===== src/rtl/pipeline_pkg.sv =====
// pipeline_pkg: shared widths, encodings and the E-stage control bundle
package pipeline_pkg;
  localparam int XLEN = 32;
  localparam int REG_IDX_W = 5;
  localparam int RESULTSRC_W = 2;
  localparam int ALUCTRL_W = 3;
  typedef enum logic [RESULTSRC_W-1:0] {
    RES_ALU = 2'b00,
    RES_MEM = 2'b01,
    RES_PC4 = 2'b10
  } result_src_e;
  typedef enum logic [ALUCTRL_W-1:0] {
    ALU_ADD = 3'b000,
    ALU_SUB = 3'b001,
    ALU_AND = 3'b010,
    ALU_OR  = 3'b011,
    ALU_SLT = 3'b101
  } alu_ctrl_e;
  typedef struct packed {
    logic                   reg_write;
    logic                   mem_write;
    logic                   jump;
    logic                   branch;
    logic                   alu_src;
    logic [RESULTSRC_W-1:0] result_src;
    logic [ALUCTRL_W-1:0]   alu_control;
  } ctrl_e_t;
  localparam ctrl_e_t CTRL_BUBBLE = '0;
endpackage


===== src/rtl/id_ex_pipeline_reg_if.sv =====
// id_ex_pipeline_reg_if: D-stage inputs, hazard controls and E-stage outputs
interface id_ex_pipeline_reg_if
  import pipeline_pkg::*;
#(
  parameter int XLEN = 32,
  parameter int CNT_W = 16
);
  logic StallE, FlushE, ValidD, RegWriteD, MemWriteD, JumpD, BranchD, ALUSrcD;
  logic [XLEN-1:0] RD1D, RD2D, ImmExtD, PCD, PCPlus4D;
  logic [REG_IDX_W-1:0] Rs1D, Rs2D, RdD;
  logic [RESULTSRC_W-1:0] ResultSrcD;
  logic [ALUCTRL_W-1:0] ALUControlD;
  logic ValidE, RegWriteE, MemWriteE, JumpE, BranchE, ALUSrcE;
  logic [XLEN-1:0] RD1E, RD2E, ImmExtE, PCE, PCPlus4E;
  logic [REG_IDX_W-1:0] Rs1E, Rs2E, RdE;
  logic [RESULTSRC_W-1:0] ResultSrcE;
  logic [ALUCTRL_W-1:0] ALUControlE;
  logic [CNT_W-1:0] BubbleCnt;
  modport master (
    output StallE, FlushE, ValidD, RegWriteD, MemWriteD, JumpD, BranchD, ALUSrcD,
           RD1D, RD2D, ImmExtD, PCD, PCPlus4D, Rs1D, Rs2D, RdD, ResultSrcD, ALUControlD,
    input  ValidE, RegWriteE, MemWriteE, JumpE, BranchE, ALUSrcE,
           RD1E, RD2E, ImmExtE, PCE, PCPlus4E, Rs1E, Rs2E, RdE, ResultSrcE, ALUControlE,
           BubbleCnt
  );
  modport slave (
    input  StallE, FlushE, ValidD, RegWriteD, MemWriteD, JumpD, BranchD, ALUSrcD,
           RD1D, RD2D, ImmExtD, PCD, PCPlus4D, Rs1D, Rs2D, RdD, ResultSrcD, ALUControlD,
    output ValidE, RegWriteE, MemWriteE, JumpE, BranchE, ALUSrcE,
           RD1E, RD2E, ImmExtE, PCE, PCPlus4E, Rs1E, Rs2E, RdE, ResultSrcE, ALUControlE,
           BubbleCnt
  );
endinterface


===== src/rtl/sat_counter.sv =====
// sat_counter: enabled up-counter that sticks at all-ones instead of wrapping
module sat_counter #(
  parameter int W = 16
) (
  input  logic         clk,
  input  logic         rst,
  input  logic         en,
  output logic [W-1:0] q
);
  always_ff @(posedge clk)
    if (rst) q <= '0;
    else if (en && q != '1) q <= q + 1'b1;
endmodule


===== src/rtl/id_ex_pipeline_reg.sv =====
// id_ex_pipeline_reg: D->E pipeline register with stall/flush and x0 masking
module id_ex_pipeline_reg #(
  parameter int XLEN = pipeline_pkg::XLEN,
  parameter int CNT_W = 16
) (
  input logic clk,
  input logic rst,
  id_ex_pipeline_reg_if.slave bus
);
  import pipeline_pkg::*;
  localparam logic [XLEN-1:0] ZERO = '0;
  ctrl_e_t ctrl_d, ctrl_q;
  assign ctrl_d = '{
    reg_write:   bus.RegWriteD && bus.RdD != '0,
    mem_write:   bus.MemWriteD,
    jump:        bus.JumpD,
    branch:      bus.BranchD,
    alu_src:     bus.ALUSrcD,
    result_src:  bus.ResultSrcD,
    alu_control: bus.ALUControlD
  };
  // a bubble also clears Rs/Rd so the hazard unit never forwards from it
  always_ff @(posedge clk)
    if (rst || bus.FlushE) begin
      ctrl_q       <= CTRL_BUBBLE;
      bus.ValidE   <= 1'b0;
      bus.RD1E     <= ZERO;
      bus.RD2E     <= ZERO;
      bus.ImmExtE  <= ZERO;
      bus.PCE      <= ZERO;
      bus.PCPlus4E <= ZERO;
      bus.Rs1E     <= '0;
      bus.Rs2E     <= '0;
      bus.RdE      <= '0;
    end else if (!bus.StallE) begin
      ctrl_q       <= ctrl_d;
      bus.ValidE   <= bus.ValidD;
      bus.RD1E     <= bus.Rs1D == '0 ? ZERO : bus.RD1D;
      bus.RD2E     <= bus.Rs2D == '0 ? ZERO : bus.RD2D;
      bus.ImmExtE  <= bus.ImmExtD;
      bus.PCE      <= bus.PCD;
      bus.PCPlus4E <= bus.PCPlus4D;
      bus.Rs1E     <= bus.Rs1D;
      bus.Rs2E     <= bus.Rs2D;
      bus.RdE      <= bus.RdD;
    end
  assign bus.RegWriteE   = ctrl_q.reg_write;
  assign bus.MemWriteE   = ctrl_q.mem_write;
  assign bus.JumpE       = ctrl_q.jump;
  assign bus.BranchE     = ctrl_q.branch;
  assign bus.ALUSrcE     = ctrl_q.alu_src;
  assign bus.ResultSrcE  = ctrl_q.result_src;
  assign bus.ALUControlE = ctrl_q.alu_control;
  sat_counter #(.W(CNT_W)) u_bubble (
    .clk(clk),
    .rst(rst),
    .en (bus.FlushE),
    .q  (bus.BubbleCnt)
  );
endmodule

===== src/flat_wrapper.sv =====
// flat-port wrapper written by rule: the top's interface ports become plain ports
module id_ex_pipeline_reg_flat import pipeline_pkg::*;
#(
  parameter int XLEN = pipeline_pkg::XLEN,
  parameter int CNT_W = 16
)
  (clk, rst, bus_StallE, bus_FlushE, bus_ValidD, bus_RegWriteD, bus_MemWriteD, bus_JumpD, bus_BranchD, bus_ALUSrcD, bus_RD1D, bus_RD2D, bus_ImmExtD, bus_PCD, bus_PCPlus4D, bus_Rs1D, bus_Rs2D, bus_RdD, bus_ResultSrcD, bus_ALUControlD, bus_ValidE, bus_RegWriteE, bus_MemWriteE, bus_JumpE, bus_BranchE, bus_ALUSrcE, bus_RD1E, bus_RD2E, bus_ImmExtE, bus_PCE, bus_PCPlus4E, bus_Rs1E, bus_Rs2E, bus_RdE, bus_ResultSrcE, bus_ALUControlE, bus_BubbleCnt);
  id_ex_pipeline_reg_if #(.XLEN(XLEN), .CNT_W(CNT_W)) bus_i ();
  input logic clk;
  input logic rst;
  input wire logic [$bits(bus_i.StallE)-1:0] bus_StallE;
  input wire logic [$bits(bus_i.FlushE)-1:0] bus_FlushE;
  input wire logic [$bits(bus_i.ValidD)-1:0] bus_ValidD;
  input wire logic [$bits(bus_i.RegWriteD)-1:0] bus_RegWriteD;
  input wire logic [$bits(bus_i.MemWriteD)-1:0] bus_MemWriteD;
  input wire logic [$bits(bus_i.JumpD)-1:0] bus_JumpD;
  input wire logic [$bits(bus_i.BranchD)-1:0] bus_BranchD;
  input wire logic [$bits(bus_i.ALUSrcD)-1:0] bus_ALUSrcD;
  input wire logic [$bits(bus_i.RD1D)-1:0] bus_RD1D;
  input wire logic [$bits(bus_i.RD2D)-1:0] bus_RD2D;
  input wire logic [$bits(bus_i.ImmExtD)-1:0] bus_ImmExtD;
  input wire logic [$bits(bus_i.PCD)-1:0] bus_PCD;
  input wire logic [$bits(bus_i.PCPlus4D)-1:0] bus_PCPlus4D;
  input wire logic [$bits(bus_i.Rs1D)-1:0] bus_Rs1D;
  input wire logic [$bits(bus_i.Rs2D)-1:0] bus_Rs2D;
  input wire logic [$bits(bus_i.RdD)-1:0] bus_RdD;
  input wire logic [$bits(bus_i.ResultSrcD)-1:0] bus_ResultSrcD;
  input wire logic [$bits(bus_i.ALUControlD)-1:0] bus_ALUControlD;
  output wire logic [$bits(bus_i.ValidE)-1:0] bus_ValidE;
  output wire logic [$bits(bus_i.RegWriteE)-1:0] bus_RegWriteE;
  output wire logic [$bits(bus_i.MemWriteE)-1:0] bus_MemWriteE;
  output wire logic [$bits(bus_i.JumpE)-1:0] bus_JumpE;
  output wire logic [$bits(bus_i.BranchE)-1:0] bus_BranchE;
  output wire logic [$bits(bus_i.ALUSrcE)-1:0] bus_ALUSrcE;
  output wire logic [$bits(bus_i.RD1E)-1:0] bus_RD1E;
  output wire logic [$bits(bus_i.RD2E)-1:0] bus_RD2E;
  output wire logic [$bits(bus_i.ImmExtE)-1:0] bus_ImmExtE;
  output wire logic [$bits(bus_i.PCE)-1:0] bus_PCE;
  output wire logic [$bits(bus_i.PCPlus4E)-1:0] bus_PCPlus4E;
  output wire logic [$bits(bus_i.Rs1E)-1:0] bus_Rs1E;
  output wire logic [$bits(bus_i.Rs2E)-1:0] bus_Rs2E;
  output wire logic [$bits(bus_i.RdE)-1:0] bus_RdE;
  output wire logic [$bits(bus_i.ResultSrcE)-1:0] bus_ResultSrcE;
  output wire logic [$bits(bus_i.ALUControlE)-1:0] bus_ALUControlE;
  output wire logic [$bits(bus_i.BubbleCnt)-1:0] bus_BubbleCnt;
  assign bus_i.StallE = bus_StallE;
  assign bus_i.FlushE = bus_FlushE;
  assign bus_i.ValidD = bus_ValidD;
  assign bus_i.RegWriteD = bus_RegWriteD;
  assign bus_i.MemWriteD = bus_MemWriteD;
  assign bus_i.JumpD = bus_JumpD;
  assign bus_i.BranchD = bus_BranchD;
  assign bus_i.ALUSrcD = bus_ALUSrcD;
  assign bus_i.RD1D = bus_RD1D;
  assign bus_i.RD2D = bus_RD2D;
  assign bus_i.ImmExtD = bus_ImmExtD;
  assign bus_i.PCD = bus_PCD;
  assign bus_i.PCPlus4D = bus_PCPlus4D;
  assign bus_i.Rs1D = bus_Rs1D;
  assign bus_i.Rs2D = bus_Rs2D;
  assign bus_i.RdD = bus_RdD;
  assign bus_i.ResultSrcD = bus_ResultSrcD;
  assign bus_i.ALUControlD = bus_ALUControlD;
  assign bus_ValidE = bus_i.ValidE;
  assign bus_RegWriteE = bus_i.RegWriteE;
  assign bus_MemWriteE = bus_i.MemWriteE;
  assign bus_JumpE = bus_i.JumpE;
  assign bus_BranchE = bus_i.BranchE;
  assign bus_ALUSrcE = bus_i.ALUSrcE;
  assign bus_RD1E = bus_i.RD1E;
  assign bus_RD2E = bus_i.RD2E;
  assign bus_ImmExtE = bus_i.ImmExtE;
  assign bus_PCE = bus_i.PCE;
  assign bus_PCPlus4E = bus_i.PCPlus4E;
  assign bus_Rs1E = bus_i.Rs1E;
  assign bus_Rs2E = bus_i.Rs2E;
  assign bus_RdE = bus_i.RdE;
  assign bus_ResultSrcE = bus_i.ResultSrcE;
  assign bus_ALUControlE = bus_i.ALUControlE;
  assign bus_BubbleCnt = bus_i.BubbleCnt;
  id_ex_pipeline_reg #(.XLEN(XLEN), .CNT_W(CNT_W)) u_core (.clk(clk), .rst(rst), .bus(bus_i));
endmodule

===== config.mk =====
export PLATFORM = sky130hd
export DESIGN_NAME = id_ex_pipeline_reg_flat
export DESIGN_NICKNAME = d
export VERILOG_FILES = /design/src/rtl/pipeline_pkg.sv /design/src/rtl/id_ex_pipeline_reg_if.sv /design/src/rtl/sat_counter.sv /design/src/rtl/id_ex_pipeline_reg.sv /design/src/flat_wrapper.sv
export SDC_FILE = /design/constraint.sdc
export NUM_CORES = 1
export LEC_CHECK = 0
export BUFFER_PORTS_ARGS = -buffer_cell sky130_fd_sc_hd__clkbuf_2
export CAP_MARGIN = 0
export CORE_AREA = 2 2 154 156
export DETAILED_ROUTE_END_ITERATION = 7
export DIE_AREA = 0 0 156 158
export PLACE_DENSITY = 0.67
export SLEW_MARGIN = 20
export SYNTH_ARGS = -nofsm -noshare
export SYNTH_HDL_FRONTEND = slang
export SYNTH_SLANG_ARGS = --single-unit

===== constraint.sdc =====
create_clock -name clk -period 3 [get_ports clk]
set_input_delay 0.3 -clock clk [delete_from_list [all_inputs] [get_ports clk]]
set_output_delay 0.3 -clock clk [all_outputs]
set_load 0.05 [all_outputs]

== Word-level counts from Yosys, hierarchy flattened ==
Cells that the tools add are included.

* Output and inout bits: 202
* Logic and storage cells: 27
* Bits in registers: 202
* Input bits: 190

* Eq/ne operators: 1
* $add $sub $neg: 1
* Reduce and logical (&&, ||, !) cells: 6
* Muxes and demuxes: 2

{| class="wikitable"
|+ Operators by type and width
! kind !! number
|-
| $mux W32 || 2
|-
| $add A16 B1 Y16 const B || 1
|-
| $ne A16 B16 Y1 const B || 1
|-
| $logic_not A5 Y1 || 2
|-
| $reduce_bool A5 Y1 || 1
|-
| $logic_and A1 B1 Y1 || 2
|-
| $logic_or A1 B1 Y1 || 1
|}

== Depth between registers and ports, before layout ==
Gate-level depths: netlist of run 1.

* Word-level depth: 2
* Gate-level depth with buffers: 6
* Depth with buffers taken out: 5

== Modules after synthesis ==
From an unflattened synthesis of run 1, not the netlist that was laid out.

* Cells, all modules: 792
* Area, all modules: 7,766.2 µm²

{| class="wikitable"
|+ By module, submodules not included
! module !! area an instance (µm²) !! times used !! cells an instance !! seq. area each (µm²)
|-
| id_ex_pipeline_reg || 6,917.9 || 1 || 693 || 3,723.6
|-
| sat_counter || 848.3 || 1 || 99 || 320.3
|}

== Worst setup path after synthesis of run 1 ==
Ideal clock, no wire load.

* Path type: register to register
* From: register u_core.u_bubble.q[0]
* To: register u_core.u_bubble.q[14]
* Arrival: 1,911 ps
* Required time: 2,878 ps
* Path slack: 967 ps
* Stages on the path, launching flop included: 5
* Path buffers: 0
* Clock period less this slack: 2,033 ps
* Setup time: 122 ps
* Path through: dfxtp_1 > ha_1 > nand2_1 > or4_4 > o311a_1

* Longest elaborated chain between the ends: 2
* Elaborated cells on any way between the ends: 3
* Classes of those cells: 1 x add/sub; 1 x eq/ne; 1 x reduce/logical

{| class="wikitable"
|+ RTL lines
! element !! line !! text
|-
| start, declared || sat_counter.sv:8 || <nowiki>output logic [W-1:0] q</nowiki>
|-
| start signal, assigned || sat_counter.sv:12 || <nowiki>else if (en && q != '1) q <= q + 1'b1;</nowiki>
|-
| parallel branches: the longest is 2 deep, another holds $add A16 B1 Y16 || - ||
|}

Several ways; the timed one is not identified.
A chain may end at the register's enable or synchronous reset.

== Worst setup path after layout of run 1 ==
Ends and elaborated chain as after synthesis.

==> flow_summary.json, run 1 <==
{
  "min-delay-start": "bus_RD1D[26]",
  "setup_viol": 0,
  "switching_power_uw": 1690,
  "cp.arrival_ns": 2.11,
  "p_seq_frac": 0.427,
  "n_antenna_cell": 0,
  "netlist_area_sq_um": 7210,
  "rsz0062_at_grt": "false",
  "die_x_um": 156,
  "grt_pass1_vias": 6127,
  "ioPinCount": 392,
  "antenna_left": 0,
  "ir_drop_mv": 0.370,
  "die_y_um": 158,
  "leakagePower_uw": 0.00508,
  "clkPwrFrac": 0.448,
  "ys_seq_area_frac": 0.561,
  "grt_pass1_wl_mm": 30.7,
  "grt_overflow": 0,
  "finalHoldViolCount": 0,
  "multi_input_area_sq_um": 2950,
  "clk-insertion-delay-late_ns": 0.49,
  "totalWireLength_mm": 20.5,
  "dp.cells": 1353,
  "num_rows": 56,
  "worst-r2r-cell-count": 4,
  "final_cell_mix": "390 x clkbuf_2, 202 x dfxtp_1, 197 x nor2_1, 122 x mux2i_1, 64 x a22oi_1",
  "post_cts_resized": 0,
  "tightest_slew_ns": 0.539,
  "min_period_ns": 1.73,
  "r2r-end": "u_core.u_bubble.q[14]",
  "vias": 6447,
  "nets": 1278,
  "drt_iter0_drc": 376,
  "power_uw": 6580,
  "max_freq_mhz": 578,
  "switching_share": 0.256,
  "cp-start-kind": "register",
  "slew_headroom": 0.641,
  "syn_nets": 903,
  "grt_usage": 0.154,
  "final_common_cell": "clkbuf_2",
  "synth_flop_cell": "dfxtp_1",
  "layout-drive-gt1-share": 0.411,
  "outcome": "finished clean",
  "netlist_instances": 712,
  "place_congestion": 0.803,
  "fill_cells": 2253,
  "clock-sinks": 202,
  "powerDensity_nw_per_um2": 641,
  "cts_tree": "yes",
  "htree_levels": 1,
  "ys_ff_latch": 202,
  "rrSetupSlack_ns": 1.27,
  "min_path_type": "in2reg",
  "stdcell_count": 1393,
  "initial_core_util": 0.313,
  "synth-edff-count": 0,
  "worst-path-max-fanout": 5,
  "synthArstFlopShare": 0,
  "hold_end": "u_core.bus.RD1E[26]",
  "core_area_sq_um": 23100,
  "seqCellArea_sq_um": 4040,
  "combPwrFrac": 0.125,
  "clk_pin_slew_ns": 0.06,
  "grt_max_degree": 76,
  "holdPathStages": 3,
  "p_int_uw": 4900,
  "clockBufferDepth": 3,
  "drt_drc_violations_left": 0,
  "skew_ns": 0.00846,
  "port_buffers": 391,
  "hpwl_mm": 15.1,
  "antenna_found_initial": 0,
  "wire_per_inst_um": 14.7,
  "cp.required_ns": 3.38,
  "post_cts_buffers": 0,
  "fin_setup_tns_ns": 0,
  "cts_buffers": 22,
  "ys.warnings.count": 0,
  "cts_root_buffer": "clkbuf_16",
  "rr_startpoint": "u_core.u_bubble.q[0]",
  "viasPerCell": 4.63,
  "die_area_sq_um": 24600,
  "endpoint_kind": "register",
  "syn_area_per_cell_sq_um": 10.1,
  "yosysUniqueCellTypes": 42,
  "cap_viol_max_count": 0,
  "drt_first_pass_iters": 4,
  "hold_buffers": 0,
  "period_share": 0.577,
  "slew_violations": 0,
  "crit_type": "reg2reg",
  "area_growth_pct": 42.4
}
[cell usage after synthesis, types with 3 or more instances]
| cell type | instances | area share |
|---|---|---|
| mux2i_1 | 122 | 0.17 |
| a21oi_1 | 7 | 0.0049 |
| nor2_1 | 197 | 0.10 |
| nand4_1 | 3 | 0.0026 |
| dfxtp_1 | 202 | 0.56 |
| buf_2 | 10 | 0.0069 |
| clkbuf_1 | 36 | 0.019 |
| a211oi_1 | 7 | 0.0073 |
| or4_1 | 3 | 0.0031 |
| inv_1 | 4 | 0.0021 |
| nand3_1 | 5 | 0.0035 |
| nor3_1 | 7 | 0.0049 |
| a22oi_1 | 64 | 0.067 |
| nand2_1 | 8 | 0.0042 |
| o21ai_0 | 4 | 0.0028 |
[per-layer routing]
layer  track usage  part of all wire
met5             0                 0
met4        0.0459             0.020
met3        0.0485             0.091
met2         0.276              0.49
met1         0.175              0.40
[state kept, by name (all words and copies together), names as in the netlist, 3 cells and up]
name,cells
u_core.bus.ImmExtE,32
u_core.bus.PCE,32
u_core.bus.PCPlus4E,32
u_core.bus.RD1E,32
u_core.bus.RD2E,32
u_core.u_bubble.q,16
u_core.bus.RdE,5
u_core.bus.Rs1E,5
u_core.bus.Rs2E,5
u_core.bus.ALUControlE,3
[power groups by stage]
stage	combinational [uW]	clock [uW]	sequential, uW
2_1_floorplan	264	0	3160
4_1_cts	832	3040	2810
6_report	823	2950	2810
5_1_grt	883	3150	2820
3_3_place_gp	822	0	2870
3_5_place_dp	830	0	2870
[cell families (layout without fill, tap and decap cells)]
group,Yosys count,in the layout,synth area share
simple gates,240,240,0.142
fa+ha+maj,1,1,0.00173
buf+inv,54,445,0.0316
xor+xnor,1,1,0.00121
flops,202,202,0.561
mux,123,123,0.171
compound gates,91,91,0.0925
[stage by stage]
stage | cell area [sq um] | hold WS (ns) | utilization | setup WS (ns)
6_report | 10300 | 0.0300 | 0.445 | 1.27
3_3_place_gp | 9450 | 0.449 | 0.410 | 1.22
5_1_grt | 10300 | 0.0174 | 0.445 | 1.00
3_5_place_dp | 9450 | 0.454 | 0.410 | 1.19
2_1_floorplan | 7210 | 0.444 | - | 0.967
4_1_cts | 10300 | 0.000908 | 0.445 | 1.26
[how the worst max path moves through the flow]
stage | from | end | slack, ns | depth (start not counted)
final | u_core.u_bubble.q[0] | u_core.u_bubble.q[14] | 1.27 | 4
after global routing | u_core.u_bubble.q[0] | u_core.u_bubble.q[2] | 1.00 | 5
after CTS | u_core.u_bubble.q[0] | u_core.u_bubble.q[7] | 1.26 | 5
after detailed placement | rst | u_core.bus.PCPlus4E[18] | 1.19 | 4
after global placement | rst | u_core.bus.PCPlus4E[20] | 1.22 | 4
after floorplan | u_core.u_bubble.q[0] | u_core.u_bubble.q[14] | 0.97 | 4
[critical path: stages, from the launching register on]
cell	delay [ns]
dfxtp_1	0.41
ha_1	0.24
nand2_1	0.09
or4_4	0.55
o311a_1	0.34
[area by class of cell]
class	instances	area share
Tap cell	290	0.0353
Clock inverter	8	0.0124
Sequential cell	202	0.394
Clock buffer	32	0.0671
Multi-Input combinational cell	456	0.287
Timing Repair Buffer	401	0.202
Inverter	4	0.00146
(Power assumes the default switching activity.)
==> run 2: changes to the inputs <==
--- a/config.mk
+++ b/config.mk
@@ -7,10 +7,10 @@
 export LEC_CHECK = 0
 export BUFFER_PORTS_ARGS = -buffer_cell sky130_fd_sc_hd__clkbuf_2
 export CAP_MARGIN = 0
-export CORE_AREA = 2 2 154 156
+export CORE_AREA = 2 2 152 154
 export DETAILED_ROUTE_END_ITERATION = 7
-export DIE_AREA = 0 0 156 158
-export PLACE_DENSITY = 0.67
+export DIE_AREA = 0 0 154 156
+export PLACE_DENSITY = 0.68
 export SLEW_MARGIN = 20
 export SYNTH_ARGS = -nofsm -noshare
 export SYNTH_HDL_FRONTEND = slang
==> constraint.sdc (replaced) <==
create_clock -name clk -period 1.6 [get_ports clk]
set_input_delay 0.16 -clock clk [delete_from_list [all_inputs] [get_ports clk]]
set_output_delay 0.16 -clock clk [all_outputs]
set_load 0.05 [all_outputs]
==> flow_summary.json, run 2 (synthesis results as in run 1) <==
{
  "initial_core_util": 0.323,
  "die_area_sq_um": 24000,
  "max_stage_delay_ns": 0.53,
  "vias": 7478,
  "grt_overflow": 0,
  "busiest_layer": "met2",
  "cts_root_buffer": "clkbuf_16",
  "die_x_um": 154,
  "num_rows": 55,
  "dp.cells": 1357,
  "holdPathStages": 3,
  "leakagePower_uw": 0.00595,
  "cp_cell_sequence": "buf_4 -> nand3_2 -> or2_4 -> or4_1 -> a21oi_2",
  "cp-start-kind": "register",
  "htree_levels": 1,
  "cts_tree": "yes",
  "drt_first_pass_iters": 4,
  "worst-r2r-cell-count": 5,
  "outcome": "finished clean",
  "period_share": 0.984,
  "grt_pass1_wl_mm": 38.3,
  "final_cell_mix": "390 x clkbuf_2, 197 x nor2_1, 186 x dlygate4sd3_1, 186 x dfxtp_1, 122 x mux2i_1",
  "clk-insertion-delay-late_ns": 0.49,
  "cap_viol_max_count": 0,
  "tightest_slew_ns": 0.547,
  "ir_drop_mv": 0.694,
  "final_common_cell": "clkbuf_2",
  "grt_usage": 0.194,
  "viasPerCell": 4.71,
  "wire_per_inst_um": 15.6,
  "slew_violations": 0,
  "fill_cells": 1799,
  "grt_pass1_vias": 7660,
  "grtUsageMet1": 0.207,
  "area_growth_pct": 70.9,
  "place_congestion": 0.783,
  "drt_iter0_drc": 324,
  "antenna_found_initial": 0,
  "use_met2": 0.352,
  "rr_startpoint": "u_core.u_bubble.q[1]",
  "rsz0062_at_grt": "true",
  "hold_end": "u_core.bus.Rs1E[2]",
  "cts_buffers": 22,
  "crit_type": "reg2reg",
  "min_path_type": "in2reg",
  "clockBufferDepth": 3,
  "setup_viol": 0,
  "hpwl_mm": 15.2,
  "crit_path_top_delay_cell": "or4_1",
  "layout-drive-gt1-share": 0.373,
  "r2r-end": "u_core.u_bubble.q[9]",
  "rrSetupSlack_ns": 0.03,
  "clock-sinks": 202,
  "grt_max_degree": 101,
  "clk_pin_slew_ns": 0.06,
  "fin_util": 0.551,
  "nets": 1480,
  "port_buffers": 391,
  "max_freq_mhz": 635,
  "fin_setup_tns_ns": 0,
  "endpoint_kind": "register",
  "cp.arrival_ns": 2.00,
  "drt_drc_violations_left": 0,
  "cp.required_ns": 2.03,
  "min-delay-start": "bus_StallE",
  "core_area_sq_um": 22400,
  "powerDensity_nw_per_um2": 999,
  "antenna_left": 0,
  "slew_headroom": 0.635,
  "ioPinCount": 392,
  "die_y_um": 156,
  "worst-path-max-fanout": 6,
  "stdcell_count": 1589,
  "min_period_ns": 1.57,
  "use_met3": 0.0547,
  "totalWireLength_mm": 24.9,
  "skew_ns": 0.00578,
  "finalHoldViolCount": 0
}
==> run 2: worst max-delay path by stage <==
stage | from | end | cells past startpoint
global route | u_core.u_bubble.q[1] | u_core.u_bubble.q[9] | 5
finish | u_core.u_bubble.q[1] | u_core.u_bubble.q[9] | 5
detailed placement | bus_Rs2D[4] | u_core.bus.RD2E[3] | 6
CTS | u_core.u_bubble.q[0] | u_core.u_bubble.q[13] | 6
floorplan | u_core.u_bubble.q[1] | u_core.u_bubble.q[14] | 4
global placement | bus_Rs2D[4] | u_core.bus.RD2E[27] | 6
==> run 2: what timing repair did <==
action | in CTS | in global routing
pin swaps | 3 | 7
endpoints found under the setup margin | 3 | 11
hold buffers | 186 | 0
resized for setup | 4 | 7
hold endpoints to repair | 186 | 0
buffers inserted | 4 | 5
==> run 2: final cells by class <==
class	count	area (sq um)	area share
timing repair buffer	603	4100	0.332
tap	285	357	0.0289
clock inverter	5	56.3	0.00457
clock buffer	33	674	0.0547
antenna	1	2.50	0.000203
multi-input combinational	456	3030	0.246
inverter	4	15.0	0.00122
sequential	202	4090	0.332
==> run 2: critical path: cells and delay by family (launching register included) <==
| family | cells | cell delay [ns] |
|---|---|---|
| AO/OA/AOI/OAI | 1 | 0.13 |
| buffers and inverters | 1 | 0.12 |
| flip-flops | 1 | 0.35 |
| AND/OR/NAND/NOR | 3 | 0.91 |
==> run 2: report_power, final <==
part | switching [uW] | internal, uW
Combinational | 1150 | 831
Sequential | 91.4 | 5170
Clock | 2000 | 3070
==> run 2: metal layers <==
layer / up-vias / part of all wire / wire length [um]
li1: 3627 / - / -
met1: 3437 / 0.37 / 9280
met2: 337 / 0.50 / 12600
met3: 77 / 0.081 / 2010
met4: 0 / 0.042 / 1030
met5: - / 0 / 0
==> run 2: per-stage QoR <==
step,hold WS (ns),setup WS (ns),power [uW],area [sq um]
floorplan,0.304,-0.0496,6400,7280
global placement,0.387,-0.0647,6920,9620
detailed placement,0.398,-0.0659,6940,9620
CTS,0.0120,-0.0138,12400,12300
global route,0.0270,-0.0386,12800,12300
finish,0.0280,0.0253,12300,12300
